### src/rtl/ibuf_pkg.sv
// Shared types and width helpers for the skewed systolic input buffer.
//   ibuf_state_e : controller state (idle / streaming)
//   clog2_min1   : $clog2 clamped to a minimum of 1 bit
//   cw_of        : column-select width for N columns
//   cntw_of      : per-column occupancy counter width for DEPTH words
package ibuf_pkg;

  typedef enum logic {
    IBUF_IDLE = 1'b0,
    IBUF_RUN  = 1'b1
  } ibuf_state_e;

  function automatic int unsigned clog2_min1(input int unsigned v);
    return (v <= 1) ? 1 : $clog2(v);
  endfunction

  function automatic int unsigned cw_of(input int unsigned n);
    return clog2_min1(n);
  endfunction

  function automatic int unsigned cntw_of(input int unsigned depth);
    return clog2_min1(depth + 1);
  endfunction

endpackage

### src/rtl/ibuffer_lane.sv
// One column of the skewed input buffer: a DEPTH-word queue plus an element
// sequencer that walks the head word MSB element first, one element per cycle.
//   clk, rst_n  : clock, synchronous active-low reset
//   wr_en/wdata : push one N*DW word (caller guarantees not_full)
//   go          : start streaming the head word; first element appears next cycle
//   elem/valid  : registered element output, elem is 0 when not valid
//   not_empty   : at least one word queued
//   not_full    : room for another word
module ibuffer_lane
  import ibuf_pkg::*;
#(
  parameter int unsigned N     = 4,
  parameter int unsigned DW    = 8,
  parameter int unsigned DEPTH = 2
)(
  input  logic            clk,
  input  logic            rst_n,
  input  logic            wr_en,
  input  logic [N*DW-1:0] wdata,
  input  logic            go,
  output logic [DW-1:0]   elem,
  output logic            valid,
  output logic            not_empty,
  output logic            not_full
);

  localparam int unsigned WW   = N * DW;
  localparam int unsigned PW   = clog2_min1(DEPTH);
  localparam int unsigned IW   = clog2_min1(N);
  localparam int unsigned CNTW = cntw_of(DEPTH);

  logic [WW-1:0]   mem [DEPTH];
  logic [PW-1:0]   wr_ptr;
  logic [PW-1:0]   rd_ptr;
  logic [CNTW-1:0] count;
  logic [IW-1:0]   idx;
  logic [WW-1:0]   head;
  logic            pop;

  function automatic logic [PW-1:0] ptr_inc(input logic [PW-1:0] p);
    return (p == PW'(DEPTH - 1)) ? '0 : p + PW'(1);
  endfunction

  // Element k sits at the MSB end for k=0.
  function automatic logic [DW-1:0] elem_at(input logic [WW-1:0] word, input logic [IW-1:0] k);
    int unsigned ki;
    ki = 32'(k);
    return word[(N - 1 - ki) * DW +: DW];
  endfunction

  assign head      = mem[rd_ptr];
  assign pop       = valid && (idx == IW'(N - 1));
  assign not_empty = (count != '0);
  assign not_full  = (count < CNTW'(DEPTH));

  // Data storage; only the wr_ptr slot is written, so the streaming head is stable.
  always_ff @(posedge clk) begin
    if (rst_n && wr_en) begin
      mem[wr_ptr] <= wdata;
    end
  end

  // Queue bookkeeping and element sequencer.
  always_ff @(posedge clk) begin
    if (!rst_n) begin
      wr_ptr <= '0;
      rd_ptr <= '0;
      count  <= '0;
      idx    <= '0;
      valid  <= 1'b0;
      elem   <= '0;
    end else begin
      if (wr_en) wr_ptr <= ptr_inc(wr_ptr);
      if (pop)   rd_ptr <= ptr_inc(rd_ptr);
      case ({wr_en, pop})
        2'b10:   count <= count + CNTW'(1);
        2'b01:   count <= count - CNTW'(1);
        default: count <= count;
      endcase

      if (go) begin
        valid <= 1'b1;
        idx   <= '0;
        elem  <= elem_at(head, '0);
      end else if (pop) begin
        valid <= 1'b0;
        idx   <= '0;
        elem  <= '0;
      end else if (valid) begin
        idx   <= idx + IW'(1);
        elem  <= elem_at(head, idx + IW'(1));
      end
    end
  end

endmodule

### src/rtl/ibuffer_skew_n.sv
// N-column input buffer for the west edge of an N x N systolic MAC array.
// Words are loaded per column; START_CALC streams every column's head word with
// column c delayed c cycles behind column 0.
//   CLK, RSTN          : clock, synchronous active-low reset
//   LOAD_EN/ICOL/IWORD : load request; accepted when LOAD_RDY (comb) is high
//   START_CALC         : request one skewed stream (needs every column non-empty)
//   BUSY, DONE         : registered run status / end-of-stream pulse
//   IROW_o, ICOL_VALID : registered per-column elements and valids
//   ODST_i, ODST_o     : destination tag, delayed one cycle
module ibuffer_skew_n
  import ibuf_pkg::*;
#(
  parameter  int unsigned N     = 4,
  parameter  int unsigned DW    = 8,
  parameter  int unsigned DEPTH = 2,
  parameter  int unsigned TAG_W = 4,
  localparam int unsigned CW    = cw_of(N)
)(
  input  logic              CLK,
  input  logic              RSTN,
  input  logic              LOAD_EN,
  input  logic [CW-1:0]     ICOL,
  input  logic [N*DW-1:0]   IWORD,
  output logic              LOAD_RDY,
  input  logic              START_CALC,
  output logic              BUSY,
  output logic              DONE,
  output logic [N*DW-1:0]   IROW_o,
  output logic [N-1:0]      ICOL_VALID,
  input  logic [TAG_W-1:0]  ODST_i,
  output logic [TAG_W-1:0]  ODST_o
);

  localparam int unsigned TW  = clog2_min1(2 * N);
  localparam int unsigned CW1 = CW + 1;
  localparam int unsigned NFW = 1 << CW;

  ibuf_state_e   state, state_nx;
  logic [TW-1:0] t, t_nx;
  logic          done_nx;
  logic [N-1:0]  go;
  logic [N-1:0]  wr_sel;
  logic [N-1:0]  not_empty;
  logic [N-1:0]  not_full;
  logic [NFW-1:0] nf_pad;
  logic          in_range;

  // Column decode; padding keeps the lookup in range for any ICOL value.
  assign in_range = ({1'b0, ICOL} < CW1'(N));
  assign nf_pad   = NFW'(not_full);
  assign LOAD_RDY = in_range && nf_pad[ICOL];

  // Next-state logic. t counts cycles spent in RUN; lane c>0 starts when t==c-1,
  // lane 0 starts on the accepting edge itself.
  always_comb begin
    state_nx = state;
    t_nx     = t;
    done_nx  = 1'b0;
    go       = '0;
    case (state)
      IBUF_IDLE: begin
        if (START_CALC && (&not_empty)) begin
          state_nx = IBUF_RUN;
          t_nx     = '0;
          go[0]    = 1'b1;
        end
      end
      IBUF_RUN: begin
        for (int unsigned c = 1; c < N; c++) begin
          if (t == TW'(c - 1)) go[c] = 1'b1;
        end
        // Last element of column N-1 is on the outputs while t == 2N-2.
        if (t == TW'(2 * N - 2)) begin
          state_nx = IBUF_IDLE;
          t_nx     = '0;
          done_nx  = 1'b1;
        end else begin
          t_nx = t + TW'(1);
        end
      end
      default: state_nx = IBUF_IDLE;
    endcase
  end

  // State, status and tag registers.
  always_ff @(posedge CLK) begin
    if (!RSTN) begin
      state  <= IBUF_IDLE;
      t      <= '0;
      BUSY   <= 1'b0;
      DONE   <= 1'b0;
      ODST_o <= '0;
    end else begin
      state  <= state_nx;
      t      <= t_nx;
      BUSY   <= (state_nx == IBUF_RUN);
      DONE   <= done_nx;
      ODST_o <= ODST_i;
    end
  end

  for (genvar c = 0; c < N; c++) begin : g_lane
    assign wr_sel[c] = LOAD_EN && LOAD_RDY && (ICOL == CW'(c));

    ibuffer_lane #(
      .N     (N),
      .DW    (DW),
      .DEPTH (DEPTH)
    ) u_lane (
      .clk       (CLK),
      .rst_n     (RSTN),
      .wr_en     (wr_sel[c]),
      .wdata     (IWORD),
      .go        (go[c]),
      .elem      (IROW_o[(N-1-c)*DW +: DW]),
      .valid     (ICOL_VALID[c]),
      .not_empty (not_empty[c]),
      .not_full  (not_full[c])
    );
  end

endmodule

### config.mk
export PLATFORM = sky130hd
export DESIGN_NAME = ibuffer_skew_n
export DESIGN_NICKNAME = d
export VERILOG_FILES = /design/src/rtl/ibuf_pkg.sv /design/src/rtl/ibuffer_lane.sv /design/src/rtl/ibuffer_skew_n.sv
export SDC_FILE = /design/constraint.sdc
export NUM_CORES = 1
export LEC_CHECK = 0
export BUFFER_PORTS_ARGS = -buffer_cell sky130_fd_sc_hd__buf_2
export CELL_PAD_IN_SITES_DETAIL_PLACEMENT = 0
export CELL_PAD_IN_SITES_GLOBAL_PLACEMENT = 2
export CORE_MARGIN = 5
export CORE_UTILIZATION = 45
export DETAILED_ROUTE_END_ITERATION = 10
export PLACE_DENSITY_LB_ADDON = 0.1
export SETUP_SLACK_MARGIN = 0.4
export SLEW_MARGIN = 20
export SYNTH_ARGS = -nofsm -noshare
export SYNTH_HDL_FRONTEND = slang
export SYNTH_HIERARCHICAL = 1
export SYNTH_SLANG_ARGS = --single-unit
### constraint.sdc
create_clock -name CLK -period 3.9 [get_ports CLK]
set_input_delay 0.195 -clock CLK [delete_from_list [all_inputs] [get_ports CLK]]
set_output_delay 0.195 -clock CLK [all_outputs]
set_load 0.03 [all_outputs]
After elaboration in Yosys (flattened, before gate mapping)
Memory sizes are Yosys's and may differ from the RTL's. A register that Yosys moved wholly into a read port is not among the register bits.
Index checks and enable logic that the tools add are counted.
{ "op_classes": {"addsub": 25, "n_lt_le_gt_ge": 5, "eq_ne": 19, "shifts": 4, "muxes": 62, "n_bitwise": 2, "n_reduce_logical": 38} }
{ "ops": {"columns": ["operator", "n"], "rows": [
  ["32-bit by 33-bit variable part select with 8-bit output", 4],
  ["8-bit 2-to-1 mux", 12],
  ["1-bit 2-to-1 mux", 40],
  ["2-bit nonzero test", 12],
  ["2-bit equality test, second input constant", 10],
  ["2-bit by 1-bit adder with 2-bit output, second input constant", 8],
  ["2-bit case mux with 2 select lines", 4],
  ["1-bit logical AND", 14],
  ["3-bit nonzero test", 4],
  ["3-bit OR reduction", 4],
  ["2-bit by 2-bit subtractor with 3-bit output, first input constant", 4],
  ["2-bit by 1-bit equality test with 1-bit output, second input constant", 5],
  ["3-bit 2-to-1 mux", 3],
  ["1-bit adder, second input constant", 8],
  ["2-bit less-than comparator, second input constant", 4],
  ["2-bit by 1-bit subtractor with 2-bit output, second input constant", 4],
  ["3-bit case mux with 2 select lines", 1],
  ["4-bit AND reduction", 1],
  ["3-bit by 1-bit adder with 3-bit output, second input constant", 1],
  ["3-bit by 1-bit equality test with 1-bit output, second input constant", 1],
  ["3-bit by 2-bit equality test with 1-bit output, second input constant", 1],
  ["3-bit equality test, second input constant", 1],
  ["3-bit logical NOT", 1],
  ["2-bit by 3-bit less-than comparator with 1-bit output, second input constant", 1],
  ["other kinds (6)", 7]
]} }
{ "word_totals": {"reg_bits": 69, "mem_bits_rw": 256, "in_bits": 42, "out_inout_bits": 43, "n_memories": 4} }
{ "mem_list": {"columns": ["memory", "words", "word_bits", "rd", "rd_ports_with_merged_regs", "write_ports", "line_no", "rtl"], "rows": [
  ["g_lane[0].u_lane.mem", 2, 32, 1, 1, 1, "ibuffer_lane.sv:32", "logic [WW-1:0] mem [DEPTH];"],
  ["g_lane[1].u_lane.mem", 2, 32, 1, 1, 1, "ibuffer_lane.sv:32", null],
  ["g_lane[2].u_lane.mem", 2, 32, 1, 1, 1, "ibuffer_lane.sv:32", null],
  ["g_lane[3].u_lane.mem", 2, 32, 1, 1, 1, "ibuffer_lane.sv:32", null]
]} }

Depth between registers and ports, before layout
Gate-level depths: netlist (run 1).
{ "logic_depth": {"ltp_word": 8, "depth_mapped": 7, "depth_no_buf": 7} }

By module
Netlist (run 1), hierarchy kept.
{ "by_module_without_submodules": {"columns": ["mod", "instances", "cells_per_inst", "area_each_um2"], "rows": [
  ["ibuffer_lane", 4, 194, 3199.3],
  ["ibuffer_skew_n", 1, 43, 415.4]
]} }

Worst setup path before layout (run 1)
No wires, ideal clock.
{ "synth_path": {"kind": "register to register", "start": "register g_lane[0].u_lane.count[1]", "end": "memory g_lane[0].u_lane/mem[0][0] (netlist name), enable pin", "setup_ns": 0.461, "t_arrival_ns": 3.086, "slack_ns": 0.353, "path_stages_with_launch": 5, "path_buffers": 0, "synth_period_minus_slack_ns": 3.547, "path_cell_list": "dfxtp_1 > inv_1 > nor4bb_1 > inv_1 > nor3_1"} }
{ "synth_via": {"elab_chain_len": 8} }
{ "synth_rtl": {"columns": ["element", "line_no", "rtl"], "rows": [
  ["from (decl)", "ibuffer_lane.sv:35", "logic [CNTW-1:0] count;"],
  ["from (signal assigned)", "ibuffer_lane.sv:76", "2'b10: count <= count + CNTW'(1);"],
  ["from (signal assigned)", "ibuffer_lane.sv:77", "2'b01: count <= count - CNTW'(1);"],
  ["from (signal assigned)", "ibuffer_lane.sv:78", "default: count <= count;"],
  ["2-bit less-than comparator", "ibuffer_lane.sv:54", "assign not_full = (count < CNTW'(DEPTH));"],
  ["via nf_pad[0]", "ibuffer_skew_n.sv:45", "logic [NFW-1:0] nf_pad;"],
  ["1-bit binary-select mux with 2-bit select", "ibuffer_skew_n.sv:51", "assign LOAD_RDY = in_range && nf_pad[ICOL];"],
  ["1-bit 2-to-1 mux (not written as such)", "ibuffer_skew_n.sv:51", null],
  ["1-bit logical AND (2 in a row)", "ibuffer_skew_n.sv:103", "assign wr_sel[c] = LOAD_EN && LOAD_RDY && (ICOL == CW'(c));"],
  ["via wr_sel[0]", "ibuffer_skew_n.sv:42", "logic [N-1:0] wr_sel;"],
  ["1-bit logical AND", "ibuffer_lane.sv:58", "if (rst_n && wr_en) begin"],
  ["1-bit 2-to-1 mux", "ibuffer_lane.sv:58", null],
  ["1-bit 2-to-1 mux (not written as such)", "ibuffer_lane.sv:59", "mem[wr_ptr] <= wdata;"],
  ["to (decl)", "ibuffer_lane.sv:32", null]
]} }
The timed path passes the listed nets, and every way through them passes these cells. The select of a mux whose other input is x is not followed.

Final worst setup path (run 1)
{ "layout_path": {"start": "register state", "end": "register g_lane[1].u_lane.elem[0]"} }
{ "layout_via": {"elab_chain_len": 2} }
{ "layout_rtl": {"columns": ["element", "line_no", "rtl"], "rows": [
  ["from (decl)", "ibuffer_skew_n.sv:38", "ibuf_state_e state, state_nx;"],
  ["from (signal assigned)", "ibuffer_skew_n.sv:94", "state <= state_nx;"],
  ["3-bit 2-to-1 mux (*)", "ibuffer_skew_n.sv:60", "case (state)"],
  ["via go[1]", "ibuffer_skew_n.sv:41", "logic [N-1:0] go;"],
  ["3-bit nonzero test (no line) or 8-bit 2-to-1 mux (tied branches)", null, null],
  ["to (signal assigned)", "ibuffer_lane.sv:84", "elem <= elem_at(head, '0);"],
  ["to (signal assigned)", "ibuffer_lane.sv:91", "elem <= elem_at(head, idx + IW'(1));"],
  ["to (decl)", "ibuffer_lane.sv:21", "output logic [DW-1:0] elem,"]
]} }
The timed path passes the listed nets; every way through them passes the cells marked *.
A chain may end at the register's enable or synchronous reset.

==> results.md, run 1 <==
- Remaining DRCs: 0
- Ys flop type: edfxtp_1
- Post-synth EDFFs: 256
- Final Setup Violations: 0
- Setup bufs post-CTS: 0
- DR pass1 iterations: 4
- Initial antenna violation count: 0
- H-tree depth: 2
- Synth Area in Compound Gates: 0.0790
- Yosys cell types: 44
- Placer Congestion: 0.774
- # IOs: 85
- Endpoint, Worst Hold: g_lane[3].u_lane/mem[0][28]
- Initial core utilization: 0.458
- Detailed placer's ending HPWL: 19,900 um
- Max-slew headroom: 0.290
- Final Util: 0.525
- WS Path Type: flip-flop to flip-flop
- Global Route met3 Usage: 0.0350
- Post-Synth Adder-Cell Area: 0.00758
- Row count: 62
- Largest net degree at the start of global routing: 41
- Main combinational cell family by area after synthesis: multiplexers
- Overflow after GRT: 0
- Final period utilization: 0.672
- Die H: 181 um
- DRT antenna net count: 0
- Die area: 0.0329 mm2
- Crit Reg-Reg Endpoint: g_lane[1].u_lane/elem[0]
- CP required: 4250 ps
- Origin of the critical flop-to-flop path: state
- Sequential share of the synthesized area: 0.692
- Worst Reg-to-Reg Cells: 6
- Ant. Diodes: 0
- DRT iter0 DRCs: 534
- Max_cap viols: 0
- Post-cts sizing count: 0
- Worst min path class: input port to flip-flop
- M2 GR Usage: 0.327
- Total CTS buffers: 37
- #FFs+latches synth: 329
- Clk sinks: 329
- Met1 usage: 0.263
- Achievable clock frequency: 382 MHz
- Cell area after synthesis: 0.0132 mm2
- CTS root buf: clkbuf_16
- Final TNS setup: 0 ps
- Critical path launch point type: flip-flop
- Die width: 181 um
- PnR Total Power: 7210 uW
- CTS tree: done
- Hold Path Origin: IWORD[28]
- Hold-fix buffers, CTS: 4
- First-pass GRT wire length: 48,100 um
- Worst-Skew Late Latency: 500 ps
- Core area: 0.0289 mm2
- Flop-to-flop setup slack: 1280 ps
- Detailed-route via count: 7,586
- Vias/cell: 5.68
- Status: completed
- DRT Wirelength: 32,500 um
- Maximum VDD drop: 0.344 mV
- Layout fillers: 2,434
- Multi-input logic area: 0.00378 mm2
- RSZ-0062 raised after global routing: no
- Vias in the first global route: 7,807
- LEAKAGE: 0.00503 uW
- Hold Vio Cnt, Final: 0
- Worst path arrival time: 2970 ps
- Worst Tran Pin Value: 1050 ps
- Sequential cell area: 0.00915 mm2
- Synthesis Warnings: 6
- Post-synthesis mux area share: 0.121
- Port Buffers: 84
- Post-layout nets: 976
- Max Clock Skew: 10.2 ps
- Wire per inst: 24.3 um
- Avg Cell Area, Syn: 16.1 um2
- Mapped Nets: 869
- Setup crit end kind: flip-flop
- Xor/xnor cell area share of the yosys netlist: 0.0106
- Asr flop ratio synth: 0
- Worst hold stages: 1
- Layout cells sized above 1: 0.245
- Clock Pin Slew Worst Setup and Hold Paths: 50 ps
- Post-Synthesis Cells: 819
- Area delta synth->final: 14.6%
- Max-slew violation count: 0
- GRT Total Usage: 0.194
- Crit-path max FO: 12
- Deepest clock path buffer count: 3
- Minimum clock period after layout: 2620 ps
- GRT busiest layer: met2
- Pwr/cell area: 476 mW/mm2
- Simple-gate share of the synthesized area: 0.0663
==> through the flow <==
| stage | cells | hold slack, ps | area, um2 | setup WS [ps] |
|---|---|---|---|---|
| 5_1_grt | 1335 | 65.1 | 15100 | 1140 |
| 3_5_place_dp | 1267 | 409 | 14000 | 1330 |
| 3_3_place_gp | 1267 | 407 | 14000 | 1440 |
| 4_1_cts | 1335 | 59.2 | 15100 | 1320 |
| 6_report | 1335 | 80.4 | 15100 | 1280 |
| 2_1_floorplan | 819 | 294 | 13200 | 558 |
==> cell families (layout without fill, tap and decap cells) <==
kind of cell	count (synthesis)	count (layout)
flops	329	329
fa+ha+maj	8	8
xor+xnor	16	16
simple gates	163	163
mux	101	101
compound gates	150	150
buf+inv	52	184
==> registers in the layout (all words and copies together) (netlist names), named ones only <==
register and flops:
g_lane.u_lane/elem 32, g_lane.u_lane/valid 4, t 3, g_lane.u_lane/wr_ptr 4, ODST_o 4, DONE 1
state 1, g_lane.u_lane/mem 256, g_lane.u_lane/count 8, g_lane.u_lane/idx 8, g_lane.u_lane/rd_ptr 4
==> cell usage after synthesis (9+ instances only) <==
library cell | number | area [um2]
nor2_1 | 67 | 251
nand2b_1 | 13 | 81.3
o21ai_0 | 32 | 160
a21oi_1 | 14 | 70.1
xnor2_1 | 12 | 105
edfxtp_1 | 256 | 7690
nor2b_1 | 32 | 200
mux4_1 | 24 | 631
inv_1 | 19 | 71.3
a22oi_1 | 32 | 240
dfxtp_1 | 73 | 1460
mux4_2 | 9 | 203
a211oi_1 | 32 | 240
mux2_2 | 64 | 721
o32ai_1 | 32 | 280
==> worst max path at each step <==
stage | from | to | slack, ps | depth (start not counted)
3_3_place_gp | state | g_lane[1].u_lane/elem[5] | 1440 | 6
4_1_cts | state | g_lane[1].u_lane/elem[0] | 1320 | 6
2_1_floorplan | g_lane[1].u_lane/count[1] | g_lane[1].u_lane/mem[0][0] | 560 | 4
6_report | state | g_lane[1].u_lane/elem[0] | 1280 | 6
3_5_place_dp | state | g_lane[1].u_lane/elem[0] | 1330 | 6
5_1_grt | state | g_lane[1].u_lane/elem[2] | 1140 | 6
==> area by class of cell <==
cell class / instances / share of cell area
Clock buffer: 54 / 0.0680
Clock inverter: 10 / 0.00479
Inverter: 19 / 0.00471
Multi-Input combinational cell: 438 / 0.250
Sequential cell: 329 / 0.604
Tap cell: 384 / 0.0317
Timing Repair Buffer: 101 / 0.0369
==> layout by cell type, fill, tap and decap left out, types with 2 or more instances in the layout <==
| cell | Yosys | routed |
|---|---|---|
| ha_1 | 8 | 8 |
| xor2_1 | 4 | 4 |
| and4b_1 | 2 | 2 |
| nor2_1 | 67 | 67 |
| buf_4 | 4 | 13 |
| nand2b_1 | 13 | 13 |
| dfxtp_1 | 73 | 73 |
| and3_1 | 7 | 7 |
| and2_1 | 8 | 8 |
| nor2b_1 | 32 | 32 |
| a211oi_1 | 32 | 32 |
| mux4_2 | 9 | 9 |
| nand4b_1 | 2 | 2 |
| nand2_1 | 6 | 6 |
| o21ai_0 | 32 | 32 |
| a21oi_1 | 14 | 14 |
| mux2i_1 | 4 | 4 |
| mux4_1 | 24 | 24 |
| xnor2_1 | 12 | 12 |
| buf_2 | 8 | 84 |
| or3_1 | 4 | 4 |
| or2_2 | 4 | 4 |
| nand3_1 | 5 | 5 |
| clkinv_2 | 0 | 7 |
| and4bb_2 | 4 | 4 |
| clkbuf_1 | 5 | 13 |
| o32ai_1 | 32 | 32 |
| clkinv_1 | 0 | 2 |
| clkbuf_8 | 0 | 4 |
| nor3_2 | 0 | 3 |
| clkbuf_16 | 0 | 37 |
| mux2_2 | 64 | 64 |
| edfxtp_1 | 256 | 256 |
| inv_1 | 19 | 19 |
| a22oi_1 | 32 | 32 |
| dlygate4sd3_1 | 0 | 4 |
| o21ai_1 | 5 | 5 |
==> power breakdown <==
part           switching (uW)  leakage [uW]  internal [uW]
combinational             146       0.00158           54.8
clock                    1290      0.000545           1890
sequential               13.9       0.00290           3820
total                    1450       0.00503           5760
==> worst max-delay path, cell delays in order, from the launching register on <==
cell and delay [ps]:
dfxtp_1 460, nor2b_2 230, nand2b_1 100, nor2_1 800
nor2_1 440, a22oi_1 310, o32ai_1 120
==> per-layer routing <==
layer,vias up,wire length (um),part of all wire
met1,3913,14700,0.45
met2,164,15700,0.48
li1,3464,-,-
met3,45,1410,0.043
met4,0,686,0.021
met5,-,0,0
(Power assumes the default switching activity.)
==> run 2: changes to the inputs <==
==> constraint.sdc (replaced) <==
create_clock -name CLK -period 2.45 [get_ports CLK]
set_input_delay 0.1225 -clock CLK [delete_from_list [all_inputs] [get_ports CLK]]
set_output_delay 0.1225 -clock CLK [all_outputs]
set_load 0.03 [all_outputs]
==> run 2 against run 1 <==
Compared with the run above:
- non-clock buffer count up 25
- cell count up 2.0%
- core utilization up 1.1 points
- clock skew up 3.7 ps
- sequential share of layout area down 1.2 points
- largest cell class unchanged
- fmax up 36%
- via count up 2.3%
- clock-buffer cell count up 1
- total power up 60%
==> results.md, run 2 (synthesis gave the netlist of run 1 again) <==
- Overflow after GRT: 0
- Worst path slowest cell: and4bb_4
- Worst Tran Pin Value: 793 ps
- Worst-Skew Late Latency: 510 ps
- Row count: 62
- Max_cap viols: 0
- Clk sinks: 329
- Crit Reg-Reg Endpoint: g_lane[0].u_lane/elem[0]
- Maximum VDD drop: 0.516 mV
- Remaining DRCs: 0
- CTS tree: done
- Slowest stage delay, CP: 420 ps
- DRT Wirelength: 33,200 um
- RSZ-0062 raised after global routing: no
- Layout Cells excl Fill: 1,362
- Crit-path cells: or2_2 -> and3b_1 -> and2_4 -> and4bb_4 -> o21ai_0 -> o32ai_1
- Worst setup endpoint: g_lane[0].u_lane/elem[0]
- Crit-path max FO: 12
- Layout cells sized above 1: 0.256
- Die width: 181 um
- CP required: 2860 ps
- Max-slew headroom: 0.470
- Sequential cell area: 0.00915 mm2
- Area delta synth->final: 17.0%
- Max FFs per register: 256
- Detailed-route via count: 7,762
- GRT Total Usage: 0.198
- LEAKAGE: 0.00517 uW
- Detailed placer's ending HPWL: 20,400 um
- Port Buffers: 84
- Origin of the critical flop-to-flop path: g_lane[1].u_lane/count[1]
- Most frequent cells in the layout: 256 x edfxtp_1, 84 x buf_2, 73 x dfxtp_1
- Biggest regs: g_lane.u_lane/mem (256), g_lane.u_lane/elem (32)
- Setup crit end kind: flip-flop
- Deepest clock path buffer count: 3
- Commonest non-fill, non-tap cell in the layout: edfxtp_1
- Die H: 181 um
- Critical path launch point type: flip-flop
- Final TNS setup: 0 ps
- Pwr/cell area: 746 mW/mm2
- First-pass GRT wire length: 49,000 um
- Final Setup Violations: 0
- Flop-to-flop setup slack: 530 ps
- H-tree depth: 2
- Core area: 0.0289 mm2
- WS Path Type: flip-flop to flip-flop
- DRT antenna net count: 0
- Worst min path class: input port to flip-flop
- Clock Pin Slew Worst Setup and Hold Paths: 60 ps
- # IOs: 85
- Worst Reg-to-Reg Cells: 6
- Initial core utilization: 0.458
- Total CTS buffers: 36
- Initial antenna violation count: 2
- Max-slew violation count: 0
- Largest net degree at the start of global routing: 41
- Max Clock Skew: 13.9 ps
- Vias/cell: 5.70
- CTS root buf: clkbuf_16
- Post-layout nets: 1,000
- Multi-input logic area: 0.00383 mm2
- Minimum clock period after layout: 1920 ps
- Layout fillers: 2,408
- DR pass1 iterations: 5
- Dpl cells: 1,281
- Smallest hold slack: 12.3 ps
- Placer Congestion: 0.788
- DRT iter0 DRCs: 582
- Status: completed
- Vias in the first global route: 7,866
- Wire per inst: 24.4 um
- Crit path launch: g_lane[1].u_lane/count[1]
- Hold Vio Cnt, Final: 0
- Setup bufs post-CTS: 0
- Final period utilization: 0.785
- Die area: 0.0329 mm2
- Top reg by flops: g_lane.u_lane/mem
- Worst path arrival time: 2330 ps
- Achievable clock frequency: 520 MHz
[run 2: cell types whose count changed in the layout (fill, tap and decap cells not counted), sizes merged]
cell and change:
buf +14, dlygate4sd3 +11, diode +2, clkbuf +1
clkinv -1
[run 2: report_power, final]
| group | switching (uW) | total [uW] | internal [uW] | leakage [uW] |
|---|---|---|---|---|
| Sequential | 22.7 | 6100 | 6080 | 0.00290 |
| Clock | 2060 | 5090 | 3030 | 0.000546 |
| Combinational | 236 | 342 | 106 | 0.00172 |
[run 2: critical path: cells and delay by family (launching register included)]
family	cells	cell delay, ps
simple gates	4	1150
compound gates	2	340
flops	1	330
[run 2: layer usage]
metal / up-vias / part of all wire / GRT usage / routed length, um
met5: - / 0 / 0 / 0
met4: 0 / 0.023 / 0.0489 / 777
met3: 49 / 0.050 / 0.0296 / 1670
met2: 217 / 0.48 / 0.326 / 16000
met1: 3977 / 0.45 / 0.279 / 14800
li1: 3519 / - / - / -
[run 2: worst min-delay path by stage]
stage,slack [ps],to,depth (start not counted),start
2_1_floorplan,220,g_lane[0].u_lane/mem[0][0],0,IWORD[0]
3_3_place_gp,330,ODST_o[1],2,ODST_i[1]
3_5_place_dp,340,ODST_o[1],2,ODST_i[1]
4_1_cts,0.6,g_lane[0].u_lane/mem[0][26],1,IWORD[26]
5_1_grt,0.1,g_lane[0].u_lane/mem[0][23],1,IWORD[23]
6_report,10,g_lane[3].u_lane/mem[0][16],1,IWORD[16]
[run 2: final cells by class]
type / count / share of cell area
Sequential cell: 329 / 0.592
Multi-Input combinational cell: 438 / 0.248
Clock buffer: 55 / 0.0675
Timing Repair Buffer: 126 / 0.0527
Tap cell: 384 / 0.0311
Inverter: 19 / 0.00461
Clock inverter: 9 / 0.00429
Antenna cell: 2 / 0.000324
[run 2: repair_timing]
action	4_1_cts	5_1_grt
hold buffers	11	4
cloned	0	0
resized for setup	2	5
pin swaps	0	1
endpoints found under the setup margin	41	52
endpoints found under the hold margin	56	11
[run 2: metrics by stage]
stage / utilization / setup slack, ps / power [uW] / cell area (um2)
floorplan: - / 403 / 6330 / 13300
global placement: 0.491 / 359 / 6530 / 14200
detailed placement: 0.491 / 296 / 6540 / 14200
CTS: 0.534 / 414 / 11700 / 15400
global route: 0.535 / 399 / 11900 / 15500
finish: 0.536 / 526 / 11500 / 15500
==> run 3: changes to the inputs <==
==> constraint.sdc (replaced) <==
create_clock -name CLK -period 1.9 [get_ports CLK]
set_input_delay 0.095 -clock CLK [delete_from_list [all_inputs] [get_ports CLK]]
set_output_delay 0.095 -clock CLK [all_outputs]
set_load 0.03 [all_outputs]
==> run 3 against run 2 <==
Compared with the run above:
- sequential share of layout area shrank 6.2 points
- worst hold slack gained 63 ps
- clock power grew 32%
- critical path type unchanged
- largest power group unchanged
==> results.md, run 3 (synthesis gave the netlist of run 1 again) <==
- DR pass1 iterations: 5
- Final Setup Violations: 0
- Post-layout nets: 1,090
- Crit-path cells: or2_4 -> and3_4 -> and2_4 -> and4bb_4 -> o21ai_2 -> o32ai_2
- Crit Reg-Reg Endpoint: g_lane[0].u_lane/elem[5]
- Worst Tran Pin Value: 507 ps
- Seq pwr share: 0.518
- DRT antenna net count: 0
- Top reg by flops: g_lane.u_lane/mem
- GRT Total Usage: 0.213
- Clock Pin Slew Worst Setup and Hold Paths: 60 ps
- Die H: 181 um
- RSZ-0062 raised after global routing: yes
- Vias in the first global route: 8,313
- Detailed-route via count: 8,284
- Hold Vio Cnt, Final: 0
- NetSw: 3120 uW
- Remaining DRCs: 0
- Most frequent cells in the layout: 256 x edfxtp_1, 83 x buf_2, 64 x mux2_2
- H-tree depth: 2
- Layout cells sized above 1: 0.384
- # IOs: 85
- Smallest hold slack: 74.9 ps
- Die area: 0.0329 mm2
- Biggest regs: g_lane.u_lane/mem (256), g_lane.u_lane/elem (32)
- CTS root buf: clkbuf_16
- Crit-path max FO: 8
- First-pass GRT wire length: 52,100 um
- Overflow after GRT: 0
- Worst Path Buf+Inv: 0
- Worst min path class: input port to flip-flop
- Commonest non-fill, non-tap cell in the layout: edfxtp_1
- Final period utilization: 0.906
- Worst-Skew Late Latency: 520 ps
- Initial antenna violation count: 0
- Status: completed
- Maximum VDD drop: 0.735 mV
- CP required: 2320 ps
- Largest net degree at the start of global routing: 41
- Int Pwr: 12,100 uW
- Origin of the critical flop-to-flop path: g_lane[0].u_lane/count[0]
- Placer Congestion: 0.801
- Worst Reg-to-Reg Cells: 6
- LEAKAGE: 0.00588 uW
- Deepest clock path buffer count: 3
- Clock power share: 0.442
- Critical path launch point type: flip-flop
- Max Clock Skew: 13.3 ps
- DRT iter0 DRCs: 545
- Port Buffers: 84
- Switching fraction of total power: 0.206
- Core area: 0.0289 mm2
- Max FFs per register: 256
- DRT Wirelength: 36,800 um
- Vias/cell: 5.69
- Detailed placer's ending HPWL: 20,500 um
- Critical path depth: 6
- Layout fillers: 2,201
- Area delta synth->final: 31.0%
- Max-slew violation count: 0
- WS Path Type: flip-flop to flip-flop
- Achievable clock frequency: 581 MHz
- Clk sinks: 329
- Worst setup endpoint: g_lane[0].u_lane/elem[5]
- Flop-to-flop setup slack: 180 ps
- Row count: 62
- Total CTS buffers: 37
- Max-slew headroom: 0.662
- Max_cap viols: 0
- Setup crit end kind: flip-flop
- CTS tree: done
- Wire per inst: 25.3 um
- Crit path launch: g_lane[0].u_lane/count[0]
- Pwr/cell area: 877 mW/mm2
- Fin worst setup slack: 179 ps
- Die width: 181 um
- Worst slack, placed: 69.2 ps
- Worst path arrival time: 2150 ps
- Worst path slowest cell: and4bb_4
- Initial core utilization: 0.458
- Minimum clock period after layout: 1720 ps
- Combinational fraction of design power: 0.040
- Top delay family on crit path: simple AND/OR/NAND/NOR gates
- Slowest stage delay, CP: 380 ps
==> run 3: worst min-delay path by stage <==
| stage | from | endpoint | slack, ps | cells past startpoint |
|---|---|---|---|---|
| global route | RSTN | state | 110 | 2 |
| CTS | RSTN | t[0] | 50 | 3 |
| finish | RSTN | t[0] | 70 | 3 |
| global placement | ODST_i[3] | ODST_o[3] | 310 | 2 |
| detailed placement | ODST_i[2] | ODST_o[2] | 310 | 2 |
| floorplan | IWORD[0] | g_lane[0].u_lane/mem[0][0] | 190 | 0 |
==> run 3: area by class of cell <==
type | instances | area [um2] | area share
Sequential cell | 329 | 9180 | 0.530
Clock buffer | 59 | 1100 | 0.0636
Antenna cell | 2 | 5.00 | 0.000289
Inverter | 19 | 81.3 | 0.00470
Tap cell | 384 | 480 | 0.0278
Timing Repair Buffer | 215 | 2220 | 0.128
Multi-Input combinational cell | 438 | 4210 | 0.243
Clock inverter | 9 | 43.8 | 0.00253
==> run 3: power by group through the flow <==
stage / Combinational, uW / Sequential (uW) / Clock [uW]
floorplan: 152 / 8020 / 0
global placement: 428 / 8010 / 0
CTS: 582 / 7860 / 6850
finish: 608 / 7860 / 6710
global route: 641 / 7870 / 7110
detailed placement: 443 / 8020 / 0
==> run 3: layer usage <==
metal  part of all wire  routed length, um  global-route usage  vias to the layer above
met5                  0                  0                   0                        -
met4              0.023                858              0.0660                        0
met3              0.053               1940              0.0310                       51
met2               0.49              18200               0.358                      241
met1               0.43              15800               0.291                     4273
li1                   -                  -                   -                     3719
==> run 3: what timing repair did <==
item / CTS / global route
hold buffers: 36 / 0
setup endpoints to repair: 261 / 296
buffers inserted: 29 / 8
gates cloned: 14 / 8
pin swaps: 28 / 16
hold endpoints to repair: 255 / 0
gates resized for setup: 82 / 54
==> run 3: tightest hold or removal path, stage by stage <==
cell and delay [ps]:
buf_2 260, nand2_1 130, o21ai_1 50
==> run 3: per-stage QoR <==
step / cell area, um2 / utilization / setup TNS, ps / instances / total power [uW]
2_1_floorplan: 13400 / - / -2560 / 819 / 8180
3_3_place_gp: 14400 / 0.500 / 0 / 1290 / 8440
3_5_place_dp: 14400 / 0.500 / 0 / 1290 / 8460
4_1_cts: 16800 / 0.583 / 0 / 1437 / 15300
5_1_grt: 17300 / 0.600 / 0 / 1453 / 15600
6_report: 17300 / 0.600 / 0 / 1455 / 15200
